<file path="src/rtl/ctrl_seq_decoder.sv">
// Registered control decoder: valid/ready intake, put-chunk immediate assembly, load stall.
// Define CTRL_ILLEGAL_TRAP_EN to add a sticky 'illegal' output for opcodes 1110/1111.
module ctrl_seq_decoder #(
    parameter int DW      = 16,
    parameter int MEM_LAT = 2
) (
    input  logic          clk,
    input  logic          reset,
    input  logic          instr_valid,
    input  logic [8:0]    instr,
    output logic          instr_ready,
    output logic          ctl_valid,
    output logic [5:0]    ctl_flags,
    output logic [3:0]    ALUOp,
    output logic [DW-1:0] value,
    output logic          imm_full
`ifdef CTRL_ILLEGAL_TRAP_EN
    ,
    output logic          illegal
`endif
);
    localparam int NCH = DW / 8;
    localparam int CW  = (MEM_LAT > 1) ? $clog2(MEM_LAT + 1) : 1;

    localparam logic [0:0] RUN  = 1'b0;
    localparam logic [0:0] WAIT = 1'b1;

    logic [0:0]    state;
    logic [CW-1:0] wait_cnt;
    logic [DW-1:0] acc;
    logic [2:0]    put_cnt;
    logic          accept;
    logic          is_put;
    logic [3:0]    opcode;
    logic [7:0]    payload;
    logic [DW-1:0] payload_ext;
    logic [5:0]    dec_flags;
    logic [3:0]    dec_alu;

    assign instr_ready = (state == RUN);
    assign accept      = instr_valid && instr_ready;
    assign is_put      = instr[0];
    assign opcode      = instr[4:1];
    assign payload     = instr[8:1];
    assign payload_ext = DW'(payload);
    assign imm_full    = (put_cnt == 3'(NCH));

    // Flag order: {branch, memToReg, memWrite, regWrite, immtoReg, opEn}
    always_comb begin
        dec_flags = 6'b000101;
        dec_alu   = 4'b1111;
        case (opcode)
            4'b0000: dec_flags = 6'b000111;
            4'b0001: dec_flags = 6'b010101;
            4'b0010: dec_flags = 6'b001001;
            4'b0011: dec_alu   = 4'b0101;
            4'b0100: dec_alu   = 4'b0110;
            4'b0101: dec_alu   = 4'b0001;
            4'b0110: dec_alu   = 4'b0010;
            4'b0111: dec_alu   = 4'b0000;
            4'b1000: dec_flags = 6'b100001;
            4'b1001: begin dec_flags = 6'b000001; dec_alu = 4'b1001; end
            4'b1010: begin dec_flags = 6'b000001; dec_alu = 4'b0111; end
            4'b1011: begin dec_flags = 6'b000001; dec_alu = 4'b1000; end
            4'b1100: dec_alu   = 4'b0011;
            4'b1101: dec_alu   = 4'b0100;
            default: begin
`ifdef CTRL_ILLEGAL_TRAP_EN
                dec_flags = 6'b000000;
`endif
            end
        endcase
    end

    always_ff @(posedge clk or posedge reset) begin
        if (reset) begin
            state     <= RUN;
            wait_cnt  <= '0;
            acc       <= '0;
            put_cnt   <= '0;
            ctl_valid <= 1'b0;
            ctl_flags <= '0;
            ALUOp     <= 4'b1111;
            value     <= '0;
        end else begin
            ctl_valid <= 1'b0;
            ctl_flags <= '0;
            ALUOp     <= 4'b1111;
            if (state == WAIT) begin
                if (wait_cnt <= CW'(1))
                    state <= RUN;
                wait_cnt <= wait_cnt - CW'(1);
            end
            if (accept) begin
                if (is_put) begin
                    // Shifting keeps the newest NCH bytes once the count saturates
                    acc <= (acc << 8) | payload_ext;
                    if (put_cnt != 3'(NCH))
                        put_cnt <= put_cnt + 3'd1;
                end else begin
                    ctl_valid <= 1'b1;
                    ctl_flags <= dec_flags;
                    ALUOp     <= dec_alu;
                    value     <= (put_cnt != 3'd0) ? acc : payload_ext;
                    acc       <= '0;
                    put_cnt   <= '0;
                    if (MEM_LAT > 0 && opcode == 4'b0001) begin
                        state    <= WAIT;
                        wait_cnt <= CW'(MEM_LAT);
                    end
                end
            end
        end
    end

`ifdef CTRL_ILLEGAL_TRAP_EN
    always_ff @(posedge clk or posedge reset) begin
        if (reset)
            illegal <= 1'b0;
        else if (accept && !is_put && opcode[3:1] == 3'b111)
            illegal <= 1'b1;
    end
`endif

endmodule
</file>
<file path="config.mk">
export PLATFORM = sky130hd
export DESIGN_NAME = ctrl_seq_decoder
export DESIGN_NICKNAME = d
export VERILOG_FILES = /design/src/rtl/ctrl_seq_decoder.sv
export SDC_FILE = /design/constraint.sdc
export NUM_CORES = 1
export LEC_CHECK = 0
export ABC_AREA = 0
export CORE_UTILIZATION = 30
export CTS_BUF_LIST = sky130_fd_sc_hd__clkbuf_4 sky130_fd_sc_hd__clkbuf_8 sky130_fd_sc_hd__clkbuf_16
export CTS_CLUSTER_DIAMETER = 120
export DETAILED_ROUTE_END_ITERATION = 8
export PLACE_DENSITY = 0.62
export SLEW_MARGIN = 0
export SYNTH_ARGS = -nofsm -noshare
export SYNTH_HDL_FRONTEND = slang
export SYNTH_SLANG_ARGS = --single-unit
</file>
<file path="constraint.sdc">
create_clock -name clk -period 3.6 [get_ports clk]
set_input_delay 0.72 -clock clk [delete_from_list [all_inputs] [get_ports clk]]
set_output_delay 0.72 -clock clk [all_outputs]
set_load 0.05 [all_outputs]
</file>
=== Word-level counts from Yosys, hierarchy flattened ===
Index checks and enable logic that the tools add are counted.

* Register bits: 49
* Input port bits: 12
* Memories: 0
* ROM bits: 0
* Memory bits (writable): 0
* Latch bits: 0

* Add/subtract/negate cells: 2
* $lt $le $gt $ge: 1
* Multipliers: 0
* Reduce and logical (&&, ||, !) cells: 6
* Bitwise logic cells: 3
* Mux-type cells: 21
* Div/mod/pow operators: 0
* Shifts and indexed selects: 0
* Equality and inequality tests: 16

{| class="wikitable"
|+ Operators with widths
! operator !! count
|-
| $pmux 4 s10 || 1
|-
| $mux 16 || 2
|-
| $pmux 6 s5 || 1
|-
| $eq 4x4->1 const B || 6
|-
| $eq 4x3->1 const B || 4
|-
| $or 16x8->16 || 1
|-
| $mux 6 || 2
|-
| $eq 4x2->1 const B || 2
|-
| $mux 2 || 4
|-
| $mux 4 || 2
|-
| $mux 1 || 7
|-
| $mux 3 || 2
|-
| $eq 4x1->1 const B || 1
|-
| $logic_not 4->1 || 1
|-
| $reduce_and 2->1 || 2
|-
| $add 3x1->3 const B || 1
|-
| $eq 3x2->1 const B || 1
|-
| $ne 3x2->1 const B || 1
|-
| $reduce_bool 3->1 || 1
|-
| $reduce_or 3->1 || 1
|-
| $le 2x1->1 const B || 1
|-
| $ne 2x1->1 const B || 1
|-
| $not 1->1 || 2
|-
| $sub 2x1->2 const B || 1
|-
| $logic_and 1x1->1 || 1
|}

=== Logic depth before layout (Yosys ltp) ===
* Depth after elaboration: 6
* Mapped depth: 7

=== Worst setup path after synthesis ===
No wires, ideal clock.

* Path kind: register to output
* Start: register put_cnt[0]
* End: output port imm_full
* Required time: 2.880 ns
* Slack: 1.451 ns
* Data arrival time: 1.429 ns
* Cell stages (with the launch flop): 4
* Cells stage by stage: dfrtp_1 -> inv_1 -> ha_1 -> nor2b_1

* Longest elaborated chain between the ends: 1

{| class="wikitable"
|+ RTL lines
! what !! RTL line !! RTL
|-
| start, declared || 31 || <nowiki>logic [2:0] put_cnt;</nowiki>
|-
| start signal, assigned || 99 || <nowiki>put_cnt <= put_cnt + 3'd1;</nowiki>
|-
| $eq 3x2->1 || 46 || <nowiki>assign imm_full = (put_cnt == 3'(NCH));</nowiki>
|-
| end, declared || 16 || <nowiki>output logic imm_full</nowiki>
|}

Every way passes these cells.

=== Worst setup path in the final report ===
Ends and elaborated chain as after synthesis.

==> metrics.txt <==
max frequency 345 MHz; number of setup buffers added after CTS 0; synthesis warning total 0; max-slew violations 0; Vias 1575; total power density per cell area 589 nW/um^2; predominant post-synthesis flop cell dfrtp_1; Critical-path top delay cell clkdlybuf4s50_1; synthesis-to-layout area growth 23.5%; detail-routed via count per cell 4.50; initial antenna violation count 0; proportion of netlist area held by the largest area contributor 50.8%; number of top-level pins 41; remaining global-route overflow 0; FF-to-FF Start state; largest net degree at the start of global routing 49; worst reg-to-reg setup slack 1760 ps; dominant delay contributor by cell family on the critical path buffers and inverters; post-synthesis instance area 2170 sq um; routability congestion estimate from global placement 0.688; final setup margin 705 ps; post-synthesis sequential area ratio 55.7%; share of async-settable or async-resettable flops after synthesis 100%; mean instance size in the synthesized netlist 9.81 sq um; aggregate negative setup slack 0 ps; minimum hold slack 472 ps; Mapped Cells 221; Final Util 39.0%; cells taking the most area after synthesis dfrtp_1 (51%), nand2_1 (11%), nand3_1 (5.1%); number of clock sinks seen by CTS 48; DRT iter0 DRCs 124; startpoint of the lowest-slack hold path acc[8]; Pleak 0.00125 uW; root buffer cell clkbuf_8; time the worst path needs with I/O delays and setup 2900 ps; Tot GR Track Use 13.2%; number of synthesized flops with an enable pin 0; core area 6870 sq um; final critical-path share of the clock period 80.4%; maximum fanout count along the critical path 5; clock transition time at the flip-flop clock pins of the worst setup and hold paths 100 ps; global-route wire length before repair 7.62 mm; post-CTS sizing 0; max_slew headroom 34.0%; number of nets with antenna violations after detailed routing 0; worst setup timing slack at the placement stage 739 ps; port bufs 40; leading cell type by number of instances after synthesis nand2_1; # H-tree levels 2; Initial Util 31.5%; Die Wd 87.0 um; floorplan die height 87.0 um; classification of the worst-slack hold path flop to flop; worst setup path category flop to primary output; clock tree from TritonCTS built; number of inserted filler cells in the final layout 696; unrepaired setup endpoints after global routing no; detailed-router iteration count before antenna repair 4; end point of the most critical hold path acc[8]; total of flip-flops plus latches after synthesis 48; Tightest Pin Transition 989 ps; Post-route DRC 0; die area 7570 sq um; number of buffers added by the clock tree synthesis step 5; number of violations of the max-capacitance limit 0; Netlist cell types 37; total wire length after detailed routing 4.45 mm; fraction of final layout cells with drive strength greater than 1 7.87%; Final Hold Vio Count 0; largest incremental delay on the critical path 880 ps; number of diodes 0; number of cells traversed by the worst hold path 2; synth cell count leaders nand2_1 (61), dfrtp_1 (44), nand3_1 (22); worst-path cell chain inv_1 > ha_1 > nor2b_1 > clkdlybuf4s50_1; worst vdd rail ir drop 0.000204 V; Final HPWL DP 3.00 mm; num rows 30; reg-to-reg critical path endpoint value[14]; deepest clock path buffer count 2; average detailed-routed wire length per instance 12.7 um; library cell occupying the most area in the post-synthesis netlist dfrtp_1; clock latency of the later-clocked register in the worst-skew pair 300 ps; logic depth of the worst register-to-register path 4; final-stage net count 269; outcome complete, no violations; number of global-route vias before repair 1565; number of setup violations in the final report 0; Critical Path End Type primary output; Data required, critical path 2880 ps; crit path buf inv count 2; arrival time reported for the critical path endpoint 2180 ps; hold buffer count at CTS 0; Layout Skew 11.9 ps; net count of the mapped netlist 237; overall power of the completed layout 1580 uW; category of the worst setup path launch point flop
[power by group]
group	internal [uW]	leakage [uW]	total [uW]	switching [uW]
registers	621	0.000626	673	52.6
logic	193	0.000578	560	367
clock network	156	0.0000434	343	188
total	969	0.00125	1580	607
[per-layer routing]
metal  GRT usage [%]  wire (um)  vias to the layer above
li1                -          -                      788
met1            18.5       2190                      736
met2            20.0       1930                       46
met3            2.94        290                        5
met4            4.55         44                        0
met5               0          0                        -
[placed cells by master, fill, tap and decap left out, types with 5 or more instances in the layout]
cell type,synthesis,final
clkbuf_8,0,6
inv_1,9,8
nand3_1,22,22
dfrtp_1,44,44
nor2_1,5,5
nand2_1,61,61
clkdlybuf4s50_1,0,40
mux2i_1,8,8
o21ai_0,13,13
[area by class of cell]
| class | count | area [sq um] | area share, % |
|---|---|---|---|
| Clock buffer | 6 | 82.6 | 3.09 |
| Clock inverter | 2 | 15.0 | 0.561 |
| Inverter | 10 | 42.5 | 1.59 |
| Multi-Input combinational cell | 146 | 795 | 29.7 |
| Sequential cell | 48 | 1210 | 45.1 |
| Tap cell | 96 | 120 | 4.49 |
| Timing Repair Buffer | 42 | 415 | 15.5 |
[worst max-delay path by stage]
| stage | slack, ps | end | from | cells past startpoint |
|---|---|---|---|---|
| after floorplan | 1450 | imm_full | put_cnt[0] | 3 |
| after global placement | 760 | value[15] | instr[0] | 6 |
| after detailed placement | 740 | value[14] | instr[0] | 6 |
| after CTS | 700 | imm_full | put_cnt[0] | 4 |
| after global routing | 610 | imm_full | put_cnt[0] | 4 |
| final | 700 | imm_full | put_cnt[0] | 4 |
[registers in the layout, indices dropped and copies added, names as in the netlist]
name	flops
ALUOp	4
wait_cnt	2
ctl_flags	5
acc	16
value	16
ctl_valid	1
state	1
put_cnt	3
[logic make-up (layout without fill, tap and decap cells)]
| group | Yosys count | in the layout | synth area share, % |
|---|---|---|---|
| compound gates | 28 | 28 | 7.85 |
| fa+ha+maj | 4 | 4 | 2.31 |
| mux | 8 | 8 | 3.70 |
| flops | 48 | 48 | 55.7 |
| xor+xnor | 3 | 3 | 1.21 |
| simple gates | 103 | 103 | 21.6 |
| buf+inv | 27 | 60 | 7.68 |
[worst register-to-register path, stage by stage, from the launching register on]
cell      delay, ps
dfrtp_1         470
or3b_1          720
clkinv_4        300
nand3_1         170
nand2_1          80
[per-stage QoR]
step | area (sq um) | std cells
5_1_grt | 2680 | 350
6_report | 2680 | 350
3_5_place_dp | 2580 | 342
3_3_place_gp | 2580 | 342
4_1_cts | 2680 | 350
2_1_floorplan | 2170 | 221
Note: power is estimated with default switching activity, not from simulation.
